File: config.mk
export PLATFORM = sky130hd
export DESIGN_NAME = viterbi_acs_array
export DESIGN_NICKNAME = d
export VERILOG_FILES = /design/src/rtl/viterbi_acs_array.sv
export SDC_FILE = /design/constraint.sdc
export NUM_CORES = 1
export LEC_CHECK = 0
export ABC_AREA = 1
export CAP_MARGIN = 15
export CORE_ASPECT_RATIO = 0.8
export CORE_MARGIN = 2
export CORE_UTILIZATION = 56
export DETAILED_ROUTE_END_ITERATION = 6
export GPL_TIMING_DRIVEN = 0
export PLACE_DENSITY_LB_ADDON = 0.3
export SLEW_MARGIN = 40
export SYNTH_ARGS = -nofsm -noshare
export SYNTH_HDL_FRONTEND = slang
export SYNTH_SLANG_ARGS = --single-unit
File: constraint.sdc
create_clock -name clk -period 12.45 [get_ports clk]
set_clock_uncertainty 0.2 [all_clocks]
set_input_delay 1.245 -clock clk [delete_from_list [all_inputs] [get_ports clk]]
set_output_delay 1.245 -clock clk [all_outputs]
set_load 0.01 [all_outputs]
File: src/rtl/viterbi_acs_array.sv
// Rate-1/2 Viterbi add-compare-select array with register-exchange survivor memory.
// Define VITERBI_PM_NORM_EN to clear the path-metric MSB whenever every new metric has it set.
module viterbi_acs_array #(
   parameter int             K         = 3,
   parameter logic [K-1:0]   G0        = 3'b111,
   parameter logic [K-1:0]   G1        = 3'b101,
   parameter int             BM_WIDTH  = 2,
   parameter int             PM_WIDTH  = 6,
   parameter int             SEQ_WIDTH = 10
) (
   input  logic                  clk,
   input  logic                  reset,
   input  logic                  start,
   input  logic                  bm_valid,
   input  logic [4*BM_WIDTH-1:0] bm_in,
   output logic                  dec_valid,
   output logic                  dec_bit,
   output logic [K-2:0]          best_state,
   output logic [PM_WIDTH-1:0]   best_pm
);
   localparam int NS = 1 << (K - 1);
   localparam int CW = $clog2(SEQ_WIDTH + 1);
   localparam logic [CW-1:0]       FILL_MAX = CW'(SEQ_WIDTH);
   localparam logic [PM_WIDTH-1:0] PM_INIT  = {2'b01, {(PM_WIDTH-2){1'b0}}};

   logic [PM_WIDTH-1:0]  pm       [NS];
   logic [PM_WIDTH-1:0]  pm_acs   [NS];
   logic [PM_WIDTH-1:0]  pm_next  [NS];
   logic [SEQ_WIDTH-1:0] seq      [NS];
   logic [SEQ_WIDTH-1:0] seq_next [NS];
   logic [CW-1:0]        fill;
   logic                 upd_d;
   logic                 dec_pend;
   logic [K-2:0]         min_idx;
   logic [PM_WIDTH-1:0]  min_pm;

   // Trellis wiring is fixed by K and the generators, so predecessors and
   // branch symbols resolve to constants per destination state.
   for (genvar g = 0; g < NS; g++) begin : g_acs
      localparam logic [K-2:0] NSV = (K-1)'(g);
      localparam logic         BIT = NSV[K-2];
      localparam logic [K-2:0] P0  = {NSV[K-3:0], 1'b0};
      localparam logic [K-2:0] P1  = {NSV[K-3:0], 1'b1};
      localparam logic [K-1:0] R0  = {BIT, P0};
      localparam logic [K-1:0] R1  = {BIT, P1};
      localparam int S0 = 2 * int'(^(R0 & G0)) + int'(^(R0 & G1));
      localparam int S1 = 2 * int'(^(R1 & G0)) + int'(^(R1 & G1));

      logic [PM_WIDTH:0] m0;
      logic [PM_WIDTH:0] m1;
      logic [PM_WIDTH:0] msel;
      logic              take1;

      assign m0    = {1'b0, pm[P0]} + (PM_WIDTH+1)'(bm_in[S0*BM_WIDTH +: BM_WIDTH]);
      assign m1    = {1'b0, pm[P1]} + (PM_WIDTH+1)'(bm_in[S1*BM_WIDTH +: BM_WIDTH]);
      assign take1 = m1 < m0;
      assign msel  = take1 ? m1 : m0;
      assign pm_acs[g]   = msel[PM_WIDTH] ? '1 : msel[PM_WIDTH-1:0];
      assign seq_next[g] = take1 ? {seq[P1][SEQ_WIDTH-2:0], BIT}
                                 : {seq[P0][SEQ_WIDTH-2:0], BIT};
   end

`ifdef VITERBI_PM_NORM_EN
   logic [NS-1:0] acs_msb;
   logic          norm_all;

   always_comb begin
      for (int s = 0; s < NS; s++) begin
         acs_msb[s] = pm_acs[s][PM_WIDTH-1];
      end
   end

   assign norm_all = &acs_msb;

   always_comb begin
      for (int s = 0; s < NS; s++) begin
         pm_next[s] = norm_all ? {1'b0, pm_acs[s][PM_WIDTH-2:0]} : pm_acs[s];
      end
   end
`else
   always_comb begin
      pm_next = pm_acs;
   end
`endif

   // Lowest index wins ties because only a strictly smaller metric replaces the candidate.
   always_comb begin
      min_idx = '0;
      min_pm  = pm[0];
      for (int s = 1; s < NS; s++) begin
         if (pm[s] < min_pm) begin
            min_idx = (K-1)'(s);
            min_pm  = pm[s];
         end
      end
   end

   always_ff @(posedge clk or negedge reset) begin
      if (!reset) begin
         for (int s = 0; s < NS; s++) begin
            pm[s]  <= (s == 0) ? '0 : PM_INIT;
            seq[s] <= '0;
         end
         fill       <= '0;
         upd_d      <= 1'b0;
         dec_pend   <= 1'b0;
         dec_valid  <= 1'b0;
         dec_bit    <= 1'b0;
         best_state <= '0;
         best_pm    <= '0;
      end else if (start) begin
         for (int s = 0; s < NS; s++) begin
            pm[s]  <= (s == 0) ? '0 : PM_INIT;
            seq[s] <= '0;
         end
         fill       <= '0;
         upd_d      <= 1'b0;
         dec_pend   <= 1'b0;
         dec_valid  <= 1'b0;
         dec_bit    <= 1'b0;
         best_state <= '0;
         best_pm    <= '0;
      end else begin
         // Outputs lag the metric update by one cycle and are read from the registered array.
         dec_valid <= dec_pend;
         if (dec_pend) begin
            dec_bit <= seq[min_idx][SEQ_WIDTH-1];
         end
         if (upd_d) begin
            best_state <= min_idx;
            best_pm    <= min_pm;
         end
         upd_d    <= bm_valid;
         dec_pend <= bm_valid && (fill == FILL_MAX);
         if (bm_valid) begin
            pm  <= pm_next;
            seq <= seq_next;
            if (fill != FILL_MAX) begin
               fill <= fill + 1'b1;
            end
         end
      end
   end

endmodule

---- Yosys cells after proc, flatten, opt, wreduce, memory -nomap -nowiden ----
Index checks and enable logic that the tools add are counted.
Widths: inputs -> output; s select.
operators by class
  $add $sub $neg .......................... 9
  magnitude comparators ................... 8
  equality and inequality tests ........... 2
  mux-type cells .......................... 37
  bitwise gates (word level) .............. 1
  reduce and logical (&&, ||, !) cells .... 6
operators with widths
  cell                 count
  $mux 40              2
  $mux 10              6
  $add 6x2->7          8
  $mux 6               9
  $mux 24              2
  $lt 7x7->1           4
  $mux 7               4
  $bmux 10 s2          1
  $lt 6x6->1           3
  $mux 4               3
  $mux 2               4
  $reduce_bool 2->1    4
  $mux 1               6
  $add 4x1->4 const B  1
  $eq 4x4->1 const B   1
  $ne 4x4->1 const B   1
  $ge 3x3->1 const B   1
  $not 2->3            1
  $reduce_and 2->1     1
  $logic_and 1x1->1    1
storage, ports and cells
  flip-flop bits (word level) ............. 80
  input bits .............................. 12
  output and inout bits ................... 10
  logic and storage cells ................. 78

---- Depth between registers and ports, before layout ----
Gate-level depths: netlist of run 1.
  word-level depth ........................ 12
  mapped depth ............................ 29
  mapped depth without buffers ............ 26

---- Least setup slack after synthesis of run 1 ----
OpenSTA, ideal clock, no wires.
  path kind ............................... register to register
  start point ............................. register pm[20] (netlist bit)
  end point ............................... register best_pm[1]
  library setup time ...................... 132 ps
  data arrival time ....................... 3824 ps
  required time ........................... 12118 ps
  slack ................................... 8294 ps
  stages on the path, launching flop included .. 26
  buffers on the path ..................... 4
  clock period less this slack ............ 4156 ps
  path through ............................ dfrtp_1 clkbuf_1 inv_1 ha_1 nand2_1 nor2_1 nand2_1 nand2_1 clkbuf_1 nand2_1 o21ai_0 ha_1 a21oi_1 nor2_1 a211oi_1 nand2_2 buf_2 o21ai_0 ha_1 a21oi_1 nor2_1 a211oi_1 nand2_2 buf_6 o21ai_1 o22ai_1
on the way
  word-level cells in the longest chain between the ends .. 8
RTL lines
  item                             RTL line  RTL
  start, declared                  26        logic [PM_WIDTH-1:0] pm [NS];
  start signal, assigned by index  101       pm[s] <= (s == 0) ? '0 : PM_INIT;
  start signal, assigned by index  113       pm[s] <= (s == 0) ? '0 : PM_INIT;
  start signal, assigned           136       pm <= pm_next;
  $lt 6x6->1                       91        if (pm[s] < min_pm) begin
  $mux 6 (*)                       91
  $lt 6x6->1                       91
  $mux 6 (*)                       91
  $lt 6x6->1                       91
  $mux 6 (*)                       91
  $mux 6 (*)                       129       if (upd_d) begin
  $mux 6 (*)                       111       end else if (start) begin
  end signal, assigned             131       best_pm <= min_pm;
  end, declared                    19        output logic [PM_WIDTH-1:0] best_pm
Every way passes the cells marked *; elsewhere a longest branch is shown, timed or not. The select of a mux whose other input is x is not followed.
A chain may end at the register's enable or synchronous reset.

---- Final worst setup path of run 1 ----
  start point ............................. register pm[20] (netlist bit)
  end point ............................... register dec_bit
on the way
  word-level cells in the longest chain between the ends .. 12
  elaborated cells between the ends (all ways) .. 14
  those cells by class .................... order compare: 3; mux: 10; bitwise: 1
RTL lines
  item                                            RTL line  RTL
  $lt 6x6->1                                      91
  $mux 6                                          91
  $lt 6x6->1                                      91
  $mux 6                                          91
  $lt 6x6->1                                      91
  $mux 2 (*)                                      91
  $not 2->3 (not written as such) (*)             127       dec_bit <= seq[min_idx][SEQ_WIDTH-1];
  $bmux 10 s2 (*)                                 127
  $mux 10 (not written as such) (*) (2 in a row)  127
  $mux 1 (*)                                      126       if (dec_pend) begin
  $mux 1 (*)                                      111
  end signal, assigned                            127
  end, declared                                   17        output logic dec_bit,
Marked as above.

==> results of run 1 <==
-- flip-flops by register name, summed over array words and instances (netlist names) --
name / count
dec_bit: 1
dec_valid: 1
fill: 4
seq: 34
best_state: 2
dec_pend: 1
best_pm: 6
pm: 24
upd_d: 1
-- cells by family after synthesis --
kind of cell               Yosys count
and+or+nand+nor                    247
AOI/OAI and AO/OA                  183
buffers and inverters               96
DFF                                 74
adders and majority gates           65
xor gates and xnor gates            30
-- worst min-delay path: stages, from the launching register on --
cell,delay [ns]
sky130_fd_sc_hd__dfrtp_1,0.35
sky130_fd_sc_hd__nand2_1,0.06
sky130_fd_sc_hd__o21ai_0,0.06
-- power groups by stage --
stage	clock network, mW	logic [mW]	registers, mW
2_1_floorplan	0	0.832	0.360
3_3_place_gp	0	1.07	0.375
3_5_place_dp	0	1.12	0.378
4_1_cts	0.249	1.13	0.374
5_1_grt	0.261	1.31	0.385
6_report	0.246	1.15	0.375
-- metal layers --
metal  vias up  track usage (%)  share of wire (%)
li1       2394                -                  -
met1      2313            39.75                 46
met2       192            41.92                 43
met3        32            7.799                8.1
met4         0            8.435                2.3
met5         -                0                  0
-- Yosys cell counts, drive strengths merged (11+ instances only) --
cell type and count:
a21oi 29, dfrtp 71, o22ai 11, nand2 161
ha 57, inv 70, clkbuf 20, nor2 54
o21ai 115, xor2 26, nand3 23
-- layout make-up --
type                    instances  area (um^2)  area share [%]
plain buffers                  25        102.6           1.699
clock buffers                  11        242.7           4.021
clock inverters                 5        37.54          0.6218
inverters                      71        266.5           4.415
multi-input cells             525         3149           52.17
flip-flops and latches         74         1856           30.74
well taps                     115        143.9           2.383
repair buffers                 22        239.0           3.959
-- per-stage QoR --
stage	hold WS [ns]	setup WS, ns	area, um^2
after global placement	0.2782	7.401	5728
final	0.3037	7.424	6037
after global routing	0.3277	6.906	6037
after floorplan	0.2534	8.294	5374
after CTS	0.3050	7.449	6037
after detailed placement	0.2907	7.436	5757
-- how the worst max path moves through the flow --
stage	slack, ns	end	depth (start not counted)
finish	7.42	dec_bit	28
global route	6.91	dec_bit	28
CTS	7.45	dec_bit	28
detailed placement	7.44	dec_bit	28
global placement	7.40	seq[13]	1
floorplan	8.29	best_pm[1]	25
==> impl_results.rst, run 1 <==
.. list-table::
   :header-rows: 1

   * - Metric
     - Value
   * - Number of enable flip-flop cells after synthesis
     - 0
   * - Endpoint with the worst hold slack
     - seq[23]
   * - Aggregate routed wire length
     - 13840 um
   * - Number of H-tree levels
     - 3
   * - Post-placement cell count
     - 832
   * - Cts-stage hold buffer count
     - 0
   * - Largest area contributor in the netlist
     - sky130_fd_sc_hd__dfrtp_1
   * - Timing-limited maximum frequency
     - 0.1990 GHz
   * - Switching power share of the total
     - 51.89%
   * - Clock network power share
     - 13.9%
   * - Diodes inserted
     - 0
   * - R2r worst-path depth
     - 28
   * - Worst-path cell with the longest stage delay
     - sky130_fd_sc_hd__o21ai_0
   * - Commonest non-fill, non-tap cells in the layout
     - 156 x sky130_fd_sc_hd__nand2_1, 89 x sky130_fd_sc_hd__o21ai_0, 71 x sky130_fd_sc_hd__dfrtp_1
   * - Share of async-settable or async-resettable flops after synthesis
     - 100.0%
   * - Critical R2R Launch
     - pm[20]
   * - Maximum count of clock buffers along a single path
     - 2
   * - Number of nets in the layout
     - 805
   * - Average wire per cell in the routed design
     - 16.32 um
   * - Worst min-delay path startpoint
     - seq[23]
   * - Area added between synthesis and finish
     - 12.34%
   * - Startpoint types
     - flip-flop
   * - Clock network latency to the later pin of the worst-skew pair
     - 0.34 ns
   * - X dimension of the die
     - 113.5 um
   * - Yosys warnings
     - 0
   * - Internal Pwr Total
     - 0.8502 mW
   * - Top-level I/O count
     - 22
   * - Transition at the pin with the smallest max-transition slack
     - 0.7721 ns
   * - Number of failing hold endpoints at the final stage
     - 0
   * - Area share of fa/ha/maj cells after synthesis
     - 16.25%
   * - Mean instance size in the synthesized netlist
     - 7.732 um^2
   * - Critical path launch point
     - pm[20]
   * - Share of power burned in registers
     - 21.2%
   * - Data arrival time at the worst-slack endpoint
     - 5.06 ns
   * - Clock transition at the registers of the reported paths
     - 0.06 ns
   * - Pin count of the biggest net entering global routing
     - 47
   * - Critical path peak fanout
     - 10
   * - Final estimated routing congestion in global placement
     - 0.9807
   * - Period utilization
     - 40.37%
   * - Post-detailed-placement half-perimeter wirelength
     - 10630 um
   * - Hold/Removal Path Class
     - flip-flop to flip-flop
   * - Number of nets still failing antenna checks after routing
     - 0
   * - Die Height
     - 91.62 um
   * - Comb power frac
     - 64.8%
   * - # DRC
     - 0
   * - Count of non-filler cells in the finished layout
     - 848
   * - Setup repair after global routing missed its margin
     - no
   * - Maxcap violations
     - 0
   * - Post-synthesis cell area
     - 5374 um^2
   * - Drt initial violations
     - 574
   * - Family with the most delay on the worst path
     - compound AO/OA/AOI/OAI gates
   * - Count of final max-slew check failures
     - 0
   * - Clock root buffer
     - sky130_fd_sc_hd__clkbuf_16
   * - Number of buffers created by CTS
     - 9
   * - Rows
     - 31
   * - Count of cells along the worst hold path
     - 2
   * - Initial antenna violation count
     - 0
   * - Ratio of total power to cell area
     - 292.7 nW/um^2
   * - DIE AREA
     - 10400 um^2
   * - Synth Net Count
     - 772
   * - Top cells by area, synth
     - sky130_fd_sc_hd__dfrtp_1 33%, sky130_fd_sc_hd__ha_1 13%, sky130_fd_sc_hd__nand2_1 11%, sky130_fd_sc_hd__o21ai_0 8.3%, sky130_fd_sc_hd__inv_1 4.6%
   * - CTS tree
     - yes
   * - R2R Setup Slk
     - 7.42 ns
   * - Peak ir drop on the vdd network
     - 110.7 uV
   * - Area fraction in and, or, nand and nor cells after synthesis
     - 18.51%
   * - Leakage power of the design
     - 2.891 nW
   * - Total routing resource utilization after global routing
     - 28.02%
   * - Seq cells post-synth
     - 74
   * - Via/cell ratio
     - 5.815
   * - Main synth FF type
     - sky130_fd_sc_hd__dfrtp_1
   * - First-pass GRT wire length
     - 22710 um
   * - Distinct cells, synth
     - 34
   * - Crit-path max cell delay
     - 0.34 ns
   * - Main combinational cell family by area after synthesis
     - compound AO/OA/AOI/OAI gates
   * - Via count
     - 4931
   * - Synthesized instance count
     - 695
   * - Area share of the largest cell type after synthesis
     - 33.06%
   * - Grt ovf
     - 0
   * - Endpoint of the most critical register-to-register path
     - dec_bit
   * - Iteration count of the initial detailed-routing pass
     - 5
   * - Top cell by count, worst path
     - sky130_fd_sc_hd__nand2_1
   * - Number of buffers inserted by port buffering
     - 21
   * - Total number of clock tree sinks
     - 74
   * - Core box area
     - 9193 um^2
   * - Nature of the critical path endpoint
     - flip-flop
   * - Xor and xnor area share after synthesis
     - 4.889%
   * - Sequential share of the synthesized area
     - 34.53%
   * - Power consumption
     - 1.767 mW
   * - Clock period minus worst slack
     - 5.026 ns
   * - Total negative slack for setup checks
     - 0 ns
   * - Total buffers and inverters traversed by the critical path
     - 4
   * - Number of cells upsized or downsized after cts
     - 0
   * - Starting density of the core
     - 58.46%
   * - Most frequent standard cell in the layout excluding fill and tap cells
     - sky130_fd_sc_hd__nand2_1
   * - FILL cells
     - 768
   * - Proportion of synthesized area in mux cells
     - 0%
   * - Required arrival time at the worst endpoint
     - 12.48 ns
   * - Fraction of final layout cells sized beyond drive strength 1
     - 4.502%
   * - Critical path class
     - flip-flop to flip-flop
   * - Synth Area in Compound Gates
     - 18.95%
   * - Switching power total
     - 0.9169 mW
   * - Vias in the first global route
     - 4588
   * - Slew HR
     - 48.53%
   * - Setup violation total in the final timing report
     - 0
   * - Fraction of the core area covered by cells at the end of the flow
     - 65.67%
   * - Post-CTS Setup Inserts
     - 0
   * - Result of the run
     - complete, no violations
(Power assumes the default switching activity.)
==> run 2: changes to the inputs <==
==> constraint.sdc (replaced) <==
create_clock -name clk -period 4 [get_ports clk]
set_clock_uncertainty 0.2 [all_clocks]
set_input_delay 0.4 -clock clk [delete_from_list [all_inputs] [get_ports clk]]
set_output_delay 0.4 -clock clk [all_outputs]
set_load 0.01 [all_outputs]
==> impl_results.rst, run 2 (same netlist as run 1, synthesis figures left out) <==
.. list-table::
   :header-rows: 1

   * - Metric
     - Value
   * - Total routing resource utilization after global routing
     - 29.75% (was 28.02%)
   * - Transition at the pin with the smallest max-transition slack
     - 0.7088 ns (was 0.7721 ns)
   * - # DRC
     - 0 (unchanged)
   * - Critical path peak fanout
     - 7 (was 10)
   * - DIE AREA
     - 10400 um^2 (unchanged)
   * - Core box area
     - 9193 um^2 (unchanged)
   * - Pin count of the biggest net entering global routing
     - 48 (was 47)
   * - Clock network latency to the later pin of the worst-skew pair
     - 0.34 ns (about the same)
   * - Vias in the first global route
     - 4973 (was 4588)
   * - R2R Setup Slk
     - -0.02 ns (was 7.42 ns)
   * - Period utilization
     - 100.5% (was 40.37%)
   * - Starting density of the core
     - 58.46% (unchanged)
   * - X dimension of the die
     - 113.5 um (unchanged)
   * - CTS tree
     - yes (unchanged)
   * - Aggregate routed wire length
     - 15170 um (was 13840 um)
   * - Average wire per cell in the routed design
     - 17.38 um (was 16.32 um)
   * - Number of buffers inserted by port buffering
     - 21 (unchanged)
   * - Maxcap violations
     - 0 (unchanged)
   * - Hold/Removal Path Class
     - input port to asynchronous set/reset pin (was flip-flop to flip-flop)
   * - Critical path class
     - flip-flop to flip-flop (unchanged)
   * - Startpoint types
     - flip-flop (unchanged)
   * - Setup repair after global routing missed its margin
     - yes (was no)
   * - Largest registers
     - seq: 34 flops, pm: 24 flops, best_pm: 6 flops (unchanged)
   * - Fraction of final layout cells sized beyond drive strength 1
     - 14.25% (was 4.502%)
   * - Diodes inserted
     - 0 (unchanged)
   * - Required arrival time at the worst endpoint
     - 4.01 ns (was 12.48 ns)
   * - Setup violation total in the final timing report
     - 4 (was 0)
   * - Number of nets still failing antenna checks after routing
     - 0 (unchanged)
   * - Endpoint of the most critical register-to-register path
     - best_pm[2] (was dec_bit)
   * - Number of buffers created by CTS
     - 9 (unchanged)
   * - Clock transition at the registers of the reported paths
     - 0.06 ns (about the same)
   * - Post-detailed-placement half-perimeter wirelength
     - 10460 um (was 10630 um)
   * - Top-level I/O count
     - 22 (unchanged)
   * - First-pass GRT wire length
     - 24400 um (was 22710 um)
   * - R2r worst-path depth
     - 22 (was 28)
   * - Non-Filler Cell Area, Final
     - 6566 um^2 (was 6037 um^2)
   * - Iteration count of the initial detailed-routing pass
     - 5 (unchanged)
   * - Number of H-tree levels
     - 3 (unchanged)
   * - Clock root buffer
     - sky130_fd_sc_hd__clkbuf_16 (unchanged)
   * - Number of nets in the layout
     - 830 (was 805)
   * - Most frequent standard cell in the layout excluding fill and tap cells
     - sky130_fd_sc_hd__nand2_1 (unchanged)
   * - Area after DPL
     - 5764 um^2 (was 5757 um^2)
   * - Initial antenna violation count
     - 0 (unchanged)
   * - Clock period minus worst slack
     - 4.020 ns (was 5.026 ns)
   * - Area added between synthesis and finish
     - 22.19% (was 12.34%)
   * - Count of final max-slew check failures
     - 0 (unchanged)
   * - Result of the run
     - finished with violations (was complete, no violations)
   * - Commonest non-fill, non-tap cells in the layout
     - 146 x sky130_fd_sc_hd__nand2_1, 79 x sky130_fd_sc_hd__o21ai_0, 66 x sky130_fd_sc_hd__dfrtp_1 (was 156 x sky130_fd_sc_hd__nand2_1, 89 x sky130_fd_sc_hd__o21ai_0, 71 x sky130_fd_sc_hd__dfrtp_1)
   * - Critical R2R Launch
     - pm[16] (was pm[20])
   * - Timing-limited maximum frequency
     - 0.2488 GHz (was 0.1990 GHz)
   * - Final estimated routing congestion in global placement
     - 0.9739 (was 0.9807)
   * - Nature of the critical path endpoint
     - flip-flop (unchanged)
   * - Drt initial violations
     - 421 (was 574)
   * - Die Height
     - 91.62 um (unchanged)
   * - Number of failing hold endpoints at the final stage
     - 0 (unchanged)
   * - Grt ovf
     - 0 (unchanged)
   * - Total number of clock tree sinks
     - 74 (unchanged)
   * - Worst Slack Setup Final
     - -0.01958 ns (was 7.424 ns)
   * - Biggest register
     - seq (unchanged)
   * - Maximum count of clock buffers along a single path
     - 2 (unchanged)
   * - Violated checks
     - setup timing
   * - Rows
     - 31 (unchanged)
   * - Slew HR
     - 52.75% (was 48.53%)
   * - Data arrival time at the worst-slack endpoint
     - 4.03 ns (was 5.06 ns)
   * - Number of flip-flops under the largest register name
     - 34 (unchanged)
   * - Via/cell ratio
     - 5.912 (was 5.815)
   * - Via count
     - 5161 (was 4931)
==> run 2: repair_timing <==
item,in CTS,in global routing
endpoints found under the setup margin,9,9
hold buffers,1,0
endpoints found under the hold margin,27,0
gates cloned,3,0
pin swaps,15,14
buffers inserted,15,6
gates resized for setup,54,27
==> run 2: routing by layer <==
layer	share of wire (%)	track usage, %
met5	0	0
met4	2.7	10.77
met3	8.4	8.130
met2	44	43.96
met1	45	42.01
==> run 2: stage by stage <==
stage	hold WS (ns)	cells	setup TNS, ns	utilization [%]	setup WS (ns)
floorplan	-0.09559	695	0	-	0.02271
global placement	0.2777	831	-15.87	62.39	-0.5446
detailed placement	0.08827	832	-5.503	62.71	-0.6661
CTS	0.2957	867	-0.1005	69.62	-0.03154
global route	0.3066	873	-1.153	71.43	-0.1813
finish	0.2966	873	-0.03988	71.43	-0.01958
==> run 2: cell type report <==
| cell class | instances | area [um^2] |
|---|---|---|
| Timing Repair Buffer | 47 | 436.7 |
| Clock inverter | 5 | 62.56 |
| Inverter | 71 | 269.0 |
| Sequential cell | 74 | 1862 |
| Clock buffer | 11 | 242.7 |
| Tap cell | 115 | 143.9 |
| Multi-Input combinational cell | 525 | 3418 |
| Buffer | 25 | 131.4 |
| Fill cell | 678 | 2626 |
==> run 2: worst max-delay path, cell delays in order, from the launching register on <==
cell and delay [ns]:
sky130_fd_sc_hd__dfstp_2 0.58, sky130_fd_sc_hd__ha_4 0.21, sky130_fd_sc_hd__nand2_4 0.07, sky130_fd_sc_hd__inv_2 0.04, sky130_fd_sc_hd__a21oi_4 0.15, sky130_fd_sc_hd__nand2_2 0.10, sky130_fd_sc_hd__buf_4 0.17, sky130_fd_sc_hd__o21ai_2 0.15
sky130_fd_sc_hd__ha_1 0.26, sky130_fd_sc_hd__nand2_2 0.08, sky130_fd_sc_hd__nor2_1 0.06, sky130_fd_sc_hd__a211oi_2 0.21, sky130_fd_sc_hd__nand2_2 0.13, sky130_fd_sc_hd__buf_6 0.16, sky130_fd_sc_hd__o21ai_4 0.18, sky130_fd_sc_hd__ha_4 0.23
sky130_fd_sc_hd__a21oi_2 0.13, sky130_fd_sc_hd__nor2_1 0.06, sky130_fd_sc_hd__a211oi_2 0.23, sky130_fd_sc_hd__nand2_4 0.13, sky130_fd_sc_hd__buf_6 0.16, sky130_fd_sc_hd__o21ai_2 0.12, sky130_fd_sc_hd__o22ai_1 0.08
==> run 2: how the worst max path moves through the flow <==
stage	start	slack [ns]	to	cells after the start
floorplan	pm[22]	0.02	best_pm[1]	23
global placement	pm[22]	-0.54	dec_bit	26
detailed placement	pm[22]	-0.67	dec_bit	26
CTS	pm[16]	-0.03	best_pm[3]	23
global route	pm[16]	-0.18	best_pm[2]	24
finish	pm[16]	-0.02	best_pm[2]	22
Power of run 2 is not shown: default switching activity piles up to over one toggle a cycle in this logic, so the estimate is an artifact.
